$ cat src/rtl/conv_tile_accum_pkg.sv
// Shared types and defaults for the conv tile accumulator.
// State encoding, lane widths, lane slice helper, leaky slope.
package conv_tile_accum_pkg;

   localparam int DW_DEF        = 16;
   localparam int ACC_W_DEF     = 24;
   localparam int LEAKY_MUL_DEF = 3277;
   localparam int NLANE         = 4;

   typedef enum logic [1:0] {
      S_IDLE  = 2'd0,
      S_ACCUM = 2'd1,
      S_OUT   = 2'd2
   } state_t;

   // Lane c sits at [4*DW-1-c*DW -: DW], i.e. lane 0 is the MSB lane.
   function automatic int lane_lsb(input int c, input int dw);
      return (NLANE - 1 - c) * dw;
   endfunction

endpackage

$ cat src/rtl/conv_post_lane.sv
// One output lane: bias add, arithmetic shift, leaky ReLU, saturate.
// Ports: acc (ACC_W signed), bias (DW signed) -> y (DW signed).
module conv_post_lane
   import conv_tile_accum_pkg::*;
#(
   parameter int DW        = DW_DEF,
   parameter int ACC_W     = ACC_W_DEF,
   parameter int LEAKY_MUL = LEAKY_MUL_DEF,
   parameter int OUT_SHIFT = 0
) (
   input  logic signed [ACC_W-1:0] acc,
   input  logic signed [DW-1:0]    bias,
   output logic signed [DW-1:0]    y
);

   localparam int SW = ACC_W + 1;
   // Room for SW-bit value times a 17-bit signed multiplier.
   localparam int PW = SW + 17;

   localparam logic signed [PW-1:0] MUL_W = PW'(LEAKY_MUL);
   localparam logic signed [PW-1:0] MAXV  = (PW'(1) <<< (DW - 1)) - PW'(1);
   localparam logic signed [PW-1:0] MINV  = -MAXV - PW'(1);

   logic signed [SW-1:0] acc_w;
   logic signed [SW-1:0] bias_w;
   logic signed [SW-1:0] sum;
   logic signed [SW-1:0] s;
   logic signed [PW-1:0] s_w;
   logic signed [PW-1:0] prod;
   logic signed [PW-1:0] lk;

   assign acc_w  = signed'({acc[ACC_W-1], acc});
   assign bias_w = signed'({{(SW-DW){bias[DW-1]}}, bias});
   assign sum    = acc_w + bias_w;
   assign s      = sum >>> OUT_SHIFT;
   assign s_w    = signed'({{(PW-SW){s[SW-1]}}, s});
   assign prod   = s_w * MUL_W;

   // Negative side scaled by LEAKY_MUL/2^15, floor via arithmetic shift.
   assign lk = s[SW-1] ? (prod >>> 15) : s_w;

   always_comb begin
      y = lk[DW-1:0];
      if (lk > MAXV) begin
         y = MAXV[DW-1:0];
      end else if (lk < MINV) begin
         y = MINV[DW-1:0];
      end
   end

endmodule

$ cat src/rtl/conv_tile_accum.sv
// Accumulates 4x4 PE tiles over several passes, post-processes, streams rows.
// Ports: clk/rst, i_start/i_num_pass/i_bias config, i_data/i_data_en beats,
// o_data/o_valid/i_ready output handshake, o_busy, sticky o_err.
module conv_tile_accum
   import conv_tile_accum_pkg::*;
#(
   parameter int DW        = DW_DEF,
   parameter int ACC_W     = ACC_W_DEF,
   parameter int LEAKY_MUL = LEAKY_MUL_DEF,
   parameter int OUT_SHIFT = 0
) (
   input  logic            clk,
   input  logic            rst,
   input  logic            i_start,
   input  logic [7:0]      i_num_pass,
   input  logic [4*DW-1:0] i_bias,
   input  logic [4*DW-1:0] i_data,
   input  logic            i_data_en,
   output logic [4*DW-1:0] o_data,
   output logic            o_valid,
   input  logic            i_ready,
   output logic            o_busy,
   output logic            o_err
);

   localparam int RW = 4 * DW;

   state_t state;
   state_t state_nx;

   logic [7:0]    nump;
   logic [7:0]    pass_cnt;
   logic [1:0]    beat_cnt;
   logic [1:0]    row_ptr;
   logic [RW-1:0] bias_q;

   logic signed [ACC_W-1:0] acc [4][4];
   logic signed [DW-1:0]    din [4];

   logic [1:0]    sel_row;
   logic [RW-1:0] post_row;
   logic          beat_ok;
   logic          last_beat;
   logic          take;
   logic          last_row;

   assign beat_ok   = (state == S_ACCUM) && i_data_en;
   assign last_beat = beat_ok && (beat_cnt == 2'd3)
                      && (pass_cnt == nump - 8'd1);
   assign take      = (state == S_OUT) && o_valid && i_ready;
   assign last_row  = take && (row_ptr == 2'd3);
   assign o_busy    = (state == S_OUT);

   // Post path looks one row ahead: row 0 when the tile completes,
   // row_ptr+1 while streaming, so o_data can be registered.
   assign sel_row = (state == S_OUT) ? row_ptr + 2'd1 : 2'd0;

   for (genvar c = 0; c < 4; c++) begin : g_lane
      localparam int LSB = lane_lsb(c, DW);

      assign din[c] = signed'(i_data[LSB +: DW]);

      conv_post_lane #(
         .DW        (DW),
         .ACC_W     (ACC_W),
         .LEAKY_MUL (LEAKY_MUL),
         .OUT_SHIFT (OUT_SHIFT)
      ) u_post (
         .acc  (acc[sel_row][c]),
         .bias (signed'(bias_q[LSB +: DW])),
         .y    (post_row[LSB +: DW])
      );
   end

   always_comb begin
      state_nx = state;
      unique case (state)
         S_IDLE:  if (i_start)   state_nx = S_ACCUM;
         S_ACCUM: if (last_beat) state_nx = S_OUT;
         S_OUT:   if (last_row)  state_nx = S_IDLE;
         default: state_nx = S_IDLE;
      endcase
   end

   always_ff @(posedge clk) begin
      if (rst) begin
         state <= S_IDLE;
      end else begin
         state <= state_nx;
      end
   end

   always_ff @(posedge clk) begin
      if (rst) begin
         nump     <= '0;
         pass_cnt <= '0;
         beat_cnt <= '0;
         row_ptr  <= '0;
         bias_q   <= '0;
         o_data   <= '0;
         o_valid  <= 1'b0;
         o_err    <= 1'b0;
         for (int r = 0; r < 4; r++) begin
            for (int c = 0; c < 4; c++) begin
               acc[r][c] <= '0;
            end
         end
      end else begin
         if (i_data_en && (state != S_ACCUM)) begin
            o_err <= 1'b1;
         end

         if ((state == S_IDLE) && i_start) begin
            nump     <= (i_num_pass == 8'd0) ? 8'd1 : i_num_pass;
            bias_q   <= i_bias;
            beat_cnt <= '0;
            pass_cnt <= '0;
         end

         if (beat_ok) begin
            for (int c = 0; c < 4; c++) begin
               if (pass_cnt == 8'd0) begin
                  acc[beat_cnt][c] <= ACC_W'(din[c]);
               end else begin
                  acc[beat_cnt][c] <= acc[beat_cnt][c] + ACC_W'(din[c]);
               end
            end
            beat_cnt <= beat_cnt + 2'd1;
            if (beat_cnt == 2'd3) begin
               pass_cnt <= pass_cnt + 8'd1;
            end
         end

         // Row 0 is already final when beat 3 lands on row 3.
         if (last_beat) begin
            row_ptr <= '0;
            o_valid <= 1'b1;
            o_data  <= post_row;
         end

         if (take) begin
            if (last_row) begin
               o_valid <= 1'b0;
            end else begin
               row_ptr <= row_ptr + 2'd1;
               o_data  <= post_row;
            end
         end
      end
   end

endmodule

$ cat config.mk
export PLATFORM = sky130hd
export DESIGN_NAME = conv_tile_accum
export DESIGN_NICKNAME = d
export VERILOG_FILES = /design/src/rtl/conv_tile_accum_pkg.sv /design/src/rtl/conv_post_lane.sv /design/src/rtl/conv_tile_accum.sv
export SDC_FILE = /design/constraint.sdc
export NUM_CORES = 2
export LEC_CHECK = 0
export CORE_ASPECT_RATIO = 0.75
export CORE_MARGIN = 2
export CORE_UTILIZATION = 50
export DETAILED_ROUTE_END_ITERATION = 6
export PLACE_DENSITY = 0.67
export RECOVER_POWER = 50
export SYNTH_ARGS = -nofsm -noshare
export SYNTH_HDL_FRONTEND = slang
export SYNTH_SLANG_ARGS = --single-unit
$ cat constraint.sdc
create_clock -name clk -period 14.8 [get_ports clk]
set_clock_uncertainty 0.1 [all_clocks]
set_input_delay 2.22 -clock clk [delete_from_list [all_inputs] [get_ports clk]]
set_output_delay 2.22 -clock clk [all_outputs]
set_load 0.01 [all_outputs]
# == After elaboration in Yosys (flattened, before gate mapping) ==
# Memories as Yosys holds them, arrays and structs flattened. A register that Yosys moved wholly into a read port is not among the register bits.
# Index checks and enable logic that the tools add are counted.
# word_totals
register_bits,152
ram_bits,384
input_bits,141
out_inout_bits,67
wordCells,112
memories,1
# classes
n_addsub,12
mul,4
magnitude_cmp,8
n_eq_ne,9
n_mux,51
bitwise_logic,4
reduce_logical,14
# mem_list
memory,words,word_bits,read_ports,rd_clocked_by_memory_dff,wr,line,source
acc,4,96,2,1,4,conv_tile_accum.sv:37,logic signed [ACC_W-1:0] acc [4][4];
# ops
operator,count
64-bit 2-to-1 mux,3
42-bit by 16-bit > comparator with 1-bit output (second input constant),4
42-bit by 16-bit < comparator with 1-bit output (second input constant),4
42-bit 2-to-1 mux,4
25-bit by 13-bit multiplier with 38-bit output (second input constant),4
16-bit 2-to-1 mux,8
24-bit by 16-bit adder with 25-bit output,4
24-bit by 16-bit adder with 24-bit output,4
24-bit 2-to-1 mux,4
96-bit 2-to-1 mux,1
96-bit OR reduction,1
8-bit 2-to-1 mux,4
2-bit 2-to-1 mux,12
8-bit zero test,2
1-bit 2-to-1 mux,13
8-bit by 1-bit adder with 8-bit output (second input constant),1
8-bit equality test,1
1-bit logical AND,8
8-bit by 1-bit subtractor with 8-bit output (second input constant),1
2-bit equality test (second input constant),3
2-bit one-hot mux with 3 select lines,1
2-bit by 1-bit adder with 2-bit output (second input constant),2
4-bit 2-to-1 mux,1
2-bit by 1-bit != test with 1-bit output (second input constant),2
6 further kinds,10

# == Longest topological paths before layout ==
# An unclocked memory read counts as a cell.
# depth
word_depth,12
ltp_mapped,44
ltp_nobuf,39

# == By module ==
# A second synthesis with hierarchy kept.
# unflattened
hier_cells,7211
hier_area_um2,62547.5
# modules_own_cells
module,n_inst,cells_per_inst,area_per_inst_um2,seq_area_each_um2
conv_tile_accum,1,3206,30800.8,14614.0
conv_post_lane at g_lane[2].u_post,1,978,8059.0,0.0
conv_post_lane at g_lane[3].u_post,1,1017,8027.7,0.0
conv_post_lane at g_lane[0].u_post,1,1012,7850.0,0.0
conv_post_lane at g_lane[1].u_post,1,998,7810.0,0.0

# == Least setup slack after synthesis ==
# No wires, ideal clock.
# synth_timing
kind,register to register
from,reg state[1]
to,reg o_data[21]
setup_time_ns,0.119
t_arrival_ns,9.743
t_required_ns,14.581
setup_slack_ns,4.839
stages_incl_launch_ff,45
n_path_buf,5
period_less_slack_ns,9.961
path_cell_list,dfxtp_1 > nor2b_1 > clkbuf_1 > nor2b_1 > clkbuf_1 > clkbuf_1 > buf_1 > nand2_1 > a31oi_1 > ha_1 > a211oi_2 > o21ai_1 > a2111oi_1 > o21bai_2 > a41oi_2 > o21ai_2 > a211oi_1 > o21ai_0 > [9 not listed] > inv_1 > fa_1 > inv_1 > ha_1 > a21oi_1 > nor2b_1 > o21ai_0 > nand2b_1 > a21o_1 > a31o_2 > a21o_1 > a211o_1 > a31oi_1 > nand4b_1 > nor4_1 > a31oi_1 > buf_6 > o221a_2
# synth_via
elab_chain_len,12
elab_cells_between_ends,20
cone_classes,1 x add/sub; 1 x mul; 2 x order compare; 2 x eq/ne; 7 x mux; 6 x reduce/logical; 1 x memory
# synth_lines
item,line,source
from (decl),conv_tile_accum.sv:28,state_t state;
from (signal assigned),conv_tile_accum.sv:89,state <= state_nx;
2-bit equality test (*),n/a,
net o_busy,conv_tile_accum.sv:22,"output logic o_busy,"
2-bit 2-to-1 mux,conv_tile_accum.sv:56,assign sel_row = (state == S_OUT) ? row_ptr + 2'd1 : 2'd0;
memory 4 x 96 bit,n/a,
24-bit by 16-bit adder with 25-bit output,conv_post_lane.sv:34,assign sum = acc_w + bias_w;
25-bit by 13-bit multiplier with 38-bit output,conv_post_lane.sv:37,assign prod = s_w * MUL_W;
42-bit 2-to-1 mux,conv_post_lane.sv:40,assign lk = s[SW-1] ? (prod >>> 15) : s_w;
42-bit by 16-bit < comparator with 1-bit output,conv_post_lane.sv:46,end else if (lk < MINV) begin
16-bit 2-to-1 mux,conv_post_lane.sv:46,
16-bit 2-to-1 mux,conv_post_lane.sv:44,if (lk > MAXV) begin
64-bit 2-to-1 mux,conv_tile_accum.sv:135,if (last_beat) begin
64-bit 2-to-1 mux,conv_tile_accum.sv:142,if (last_row) begin
64-bit 2-to-1 mux (*),conv_tile_accum.sv:141,if (take) begin
to (signal assigned),conv_tile_accum.sv:138,o_data <= post_row;
to (signal assigned),conv_tile_accum.sv:146,o_data <= post_row;
to (decl),conv_tile_accum.sv:19,"output logic [4*DW-1:0] o_data,"
# The timed path passes the listed nets; every way through them passes the cells marked *.
# A chain may end at the register's enable or synchronous reset.

==> results.txt <==
----------------------------------------------------
[Timing]
  Post-route worst setup slack ... between 2000 and 3000 ps
  Pins over their slew limit ... between 800 and 900
  Time the worst path needs with I/O delays and setup ... 12,100 ps
  Worst slew margin relative to its limit ... -2.53
  Hold Vio Cnt, Final ... 0
  Setup total negative slack ... 0 ps
  Peak Freq ... between 80 and 90 MHz
  Post-route fraction of the period consumed by the critical path ... 0.817
  Count of final setup violators ... 0
  Worst Tran Pin Value ... between 5000 and 6000 ps
  Setup repair after global routing missed its margin ... false

[Job]
  Maxcap violations ... 17

[Synth]
  Number of nets produced by synthesis ... about 7,500
  Average size of a mapped cell ... 8.99 um^2
  Fraction of registers with async set/reset ... 0
  Sequential element share of the synthesized area ... 0.256
  EDFF count, synth ... about 380
  Synth Flop Type ... sky130_fd_sc_hd__edfxtp_1
  Count of warnings emitted by yosys ... 0
  Number of register bits inferred by synthesis ... between 500 and 600
  Ranking of synthesized cells by area ... sky130_fd_sc_hd__edfxtp_1, sky130_fd_sc_hd__ha_1, sky130_fd_sc_hd__fa_1
  Post-synthesis cell type count ... 99
  Synth top area share ... 0.202
  Yosys top cell by area ... sky130_fd_sc_hd__edfxtp_1
  Synth Instances ... around 6,400
  Area of the mapped netlist ... between 0.05 and 0.06 mm^2

[Floorplanning]
  Area inside the core boundary ... approximately 0.11 mm^2
  Site Rows ... approximately 110
  Die X-Extent ... slightly below 400 um
  Area enclosed by the die boundary ... 0.117 mm^2
  Number of top-level design ports ... around 210
  Die Span Y ... approximately 300 um
  Starting density of the core ... 0.504

[Clock network]
  Number of clock buffers inserted by TritonCTS ... 60
  Latest clock arrival within the worst-skew pair ... ~700 ps
  CTS H-tree depth ... 2
  Reg clk slew, reported paths ... 60 ps
  Clk Tree Root Cell ... sky130_fd_sc_hd__clkbuf_16
  Cts repair resizes ... 0
  Clock tree from TritonCTS ... built
  Hold Buf Count CTS ... 0
  Number of setup buffers added after CTS ... 0
  Number of buffers between clock root and the deepest sink ... 3
  Clock sink count ... around 540

[Critical path]
  Register-to-register path setup slack ... 2730 ps
  CP max FO ... 55
  Kind of critical path ... primary input to flip-flop
  Data required time at the worst endpoint ... approximately 15,000 ps
  Element type at the critical path start ... primary input
  Endpoint class of the critical path ... flip-flop
  Arrival time at the worst endpoint ... 12,330 ps

[Detailed routing]
  Via Count ... between 40,000 and 50,000
  Total wire length after detailed routing ... between 150,000 and 200,000 um
  Drt drc ... 0
  First-iteration detailed-routing DRC count ... 3,653
  Number of nets still failing antenna checks after routing ... 0
  Total iterations of the first detailed-routing run ... 6
  Avg WL per Cell ... between 15 and 20 um
  Vias per std cell ... roughly 5.7

[Cells and area]
  Area taken by flip-flops and latches ... 0.0146 mm^2
  Fillers ... around 10,000
  Net count of the finished layout ... around 7,600
  Share of final-layout standard cells stronger than drive strength 1 ... 0.0537
  Area growth from synthesis to layout ... 9.70%
  Area used by multi-input combinational logic ... approximately 0.038 mm^2

[Power]
  Ratio of total power to cell area ... ~250 mW/mm^2
  Clock network fraction of design power ... 0.102
  Cell leakage power ... 29.5 nW
  Combinational share of power ... 0.789
  Internal power consumption ... 7.84 mW
  Fraction of power spent switching nets ... 0.499
  Switching power summed over all nets ... approximately 7.8 mW
  Sequential power share ... 0.109
  Peak ir drop on the vdd network ... just over 0.0003 V

[GRT]
  Total track usage ... 0.269
  Via count of the first global-routing pass ... 44,608
  Grt ovf ... 0
  Global-route wire length before repair ... between 200,000 and 300,000 um
  Number of antenna violations at the first check in global routing ... 6
  Pin count of the biggest net entering global routing ... between 100 and 150

[Placed design]
  Final weighted congestion of routability-driven global placement ... just over 0.9
  Placed wire-length estimate after detailed placement ... 119,000 um
  Port-buffer cells ... 207
  Worst setup timing slack at the placement stage ... around 2900 ps

[Run status]
  Violated checks ... max-capacitance violations, max-slew violations
  Status ... finished, violations left

[Min path]
  Class of the tightest hold or removal check ... flip-flop to flip-flop

----------------------------------------------------
area by class of cell:
type                    count  share of cell area
well taps                1526              0.0305
flip-flops and latches    538               0.233
repair buffers            255              0.0387
diodes                      5            0.000200
clock buffers              84              0.0270
inverters                 963              0.0577
clock inverters            30             0.00603
multi-input cells        4614               0.606
per-layer routing:
layer | share of wire | wire (um) | GRT usage | vias up
li1 | - | - | - | 21885
met1 | 0.47 | 75100 | 0.399 | 21794
met2 | 0.44 | 69800 | 0.420 | 1480
met3 | 0.074 | 11800 | 0.0390 | 152
met4 | 0.015 | 2470 | 0.0484 | 6
met5 | 0.00026 | 41 | 0 | -
power groups by stage:
stage | clock (mW) | combinational (mW) | sequential (mW)
after floorplan | 0 | 9.59 | 1.73
after global placement | 0 | 12.0 | 1.74
after detailed placement | 0 | 12.2 | 1.74
after CTS | 1.62 | 12.3 | 1.71
after global routing | 1.68 | 14.1 | 1.72
final | 1.60 | 12.4 | 1.71
cell usage in the layout (no fill, tap or decap), drive strengths merged, types with 181 or more instances in the layout:
master,instances
inv,968
ha,723
nor2,623
nand2,586
a21oi,386
edfxtp,384
fa,312
xnor2,243
xor2,211
a21o,207
o21ai,181
critical path: stages:
cell and delay [ps]:
sky130_fd_sc_hd__clkbuf_1 1650, sky130_fd_sc_hd__clkbuf_1 1940, sky130_fd_sc_hd__nor2_1 360, sky130_fd_sc_hd__nand2_1 2030, sky130_fd_sc_hd__nand2_1 2920, sky130_fd_sc_hd__buf_4 1070
registers in the layout, indices dropped and copies added (netlist names), named ones only:
name,cells
acc,384
bias_q,64
o_data,64
nump,8
pass_cnt,8
beat_cnt,2
row_ptr,2
state,2
o_err,1
o_valid,1
worst paths after layout:
| check | start | to | depth (start not counted) |
|---|---|---|---|
| worst min-delay path | o_data[63] | o_data[63] | 2 |
| worst max-delay path | rst | acc[2][84] | 6 |
| worst min register to register | o_data[63] | o_data[63] | 2 |
| worst max register to register | row_ptr[0] | o_data[18] | 40 |
synth_stat cells (154+ instances only):
cell type / n
sky130_fd_sc_hd__a21o_1: 207
sky130_fd_sc_hd__a21oi_1: 381
sky130_fd_sc_hd__clkbuf_1: 195
sky130_fd_sc_hd__dfxtp_1: 154
sky130_fd_sc_hd__edfxtp_1: 384
sky130_fd_sc_hd__fa_1: 312
sky130_fd_sc_hd__ha_1: 723
sky130_fd_sc_hd__inv_1: 959
sky130_fd_sc_hd__nand2_1: 586
sky130_fd_sc_hd__nor2_1: 623
sky130_fd_sc_hd__o21ai_0: 160
sky130_fd_sc_hd__xnor2_1: 241
sky130_fd_sc_hd__xor2_1: 210
kinds of logic (layout without fill, tap and decap cells):
kind of cell | Yosys count | count (layout) | synth area share
AND/OR/NAND/NOR | 1691 | 1691 | 0.131
AO/OA/AOI/OAI | 1313 | 1313 | 0.154
buffers and inverters | 1202 | 1332 | 0.0798
adder cells (fa/ha/maj) | 1035 | 1035 | 0.268
flip-flops | 538 | 538 | 0.256
XOR/XNOR | 454 | 454 | 0.0702
multiplexers | 121 | 121 | 0.0423
other | 0 | 5 | 0
stage by stage:
| stage | total power [mW] | cells | hold slack (ps) | area [um^2] | util |
|---|---|---|---|---|---|
| after global routing | 17.5 | 8012 | 372 | 62700 | 0.553 |
| final | 15.7 | 8015 | 357 | 62700 | 0.553 |
| after global placement | 13.8 | 7895 | 343 | 60700 | 0.535 |
| after CTS | 15.6 | 8009 | 362 | 62800 | 0.553 |
| after floorplan | 11.3 | 6354 | 329 | 57100 | - |
| after detailed placement | 13.9 | 7895 | 353 | 60700 | 0.535 |
Note: power is estimated with default switching activity, not from simulation.
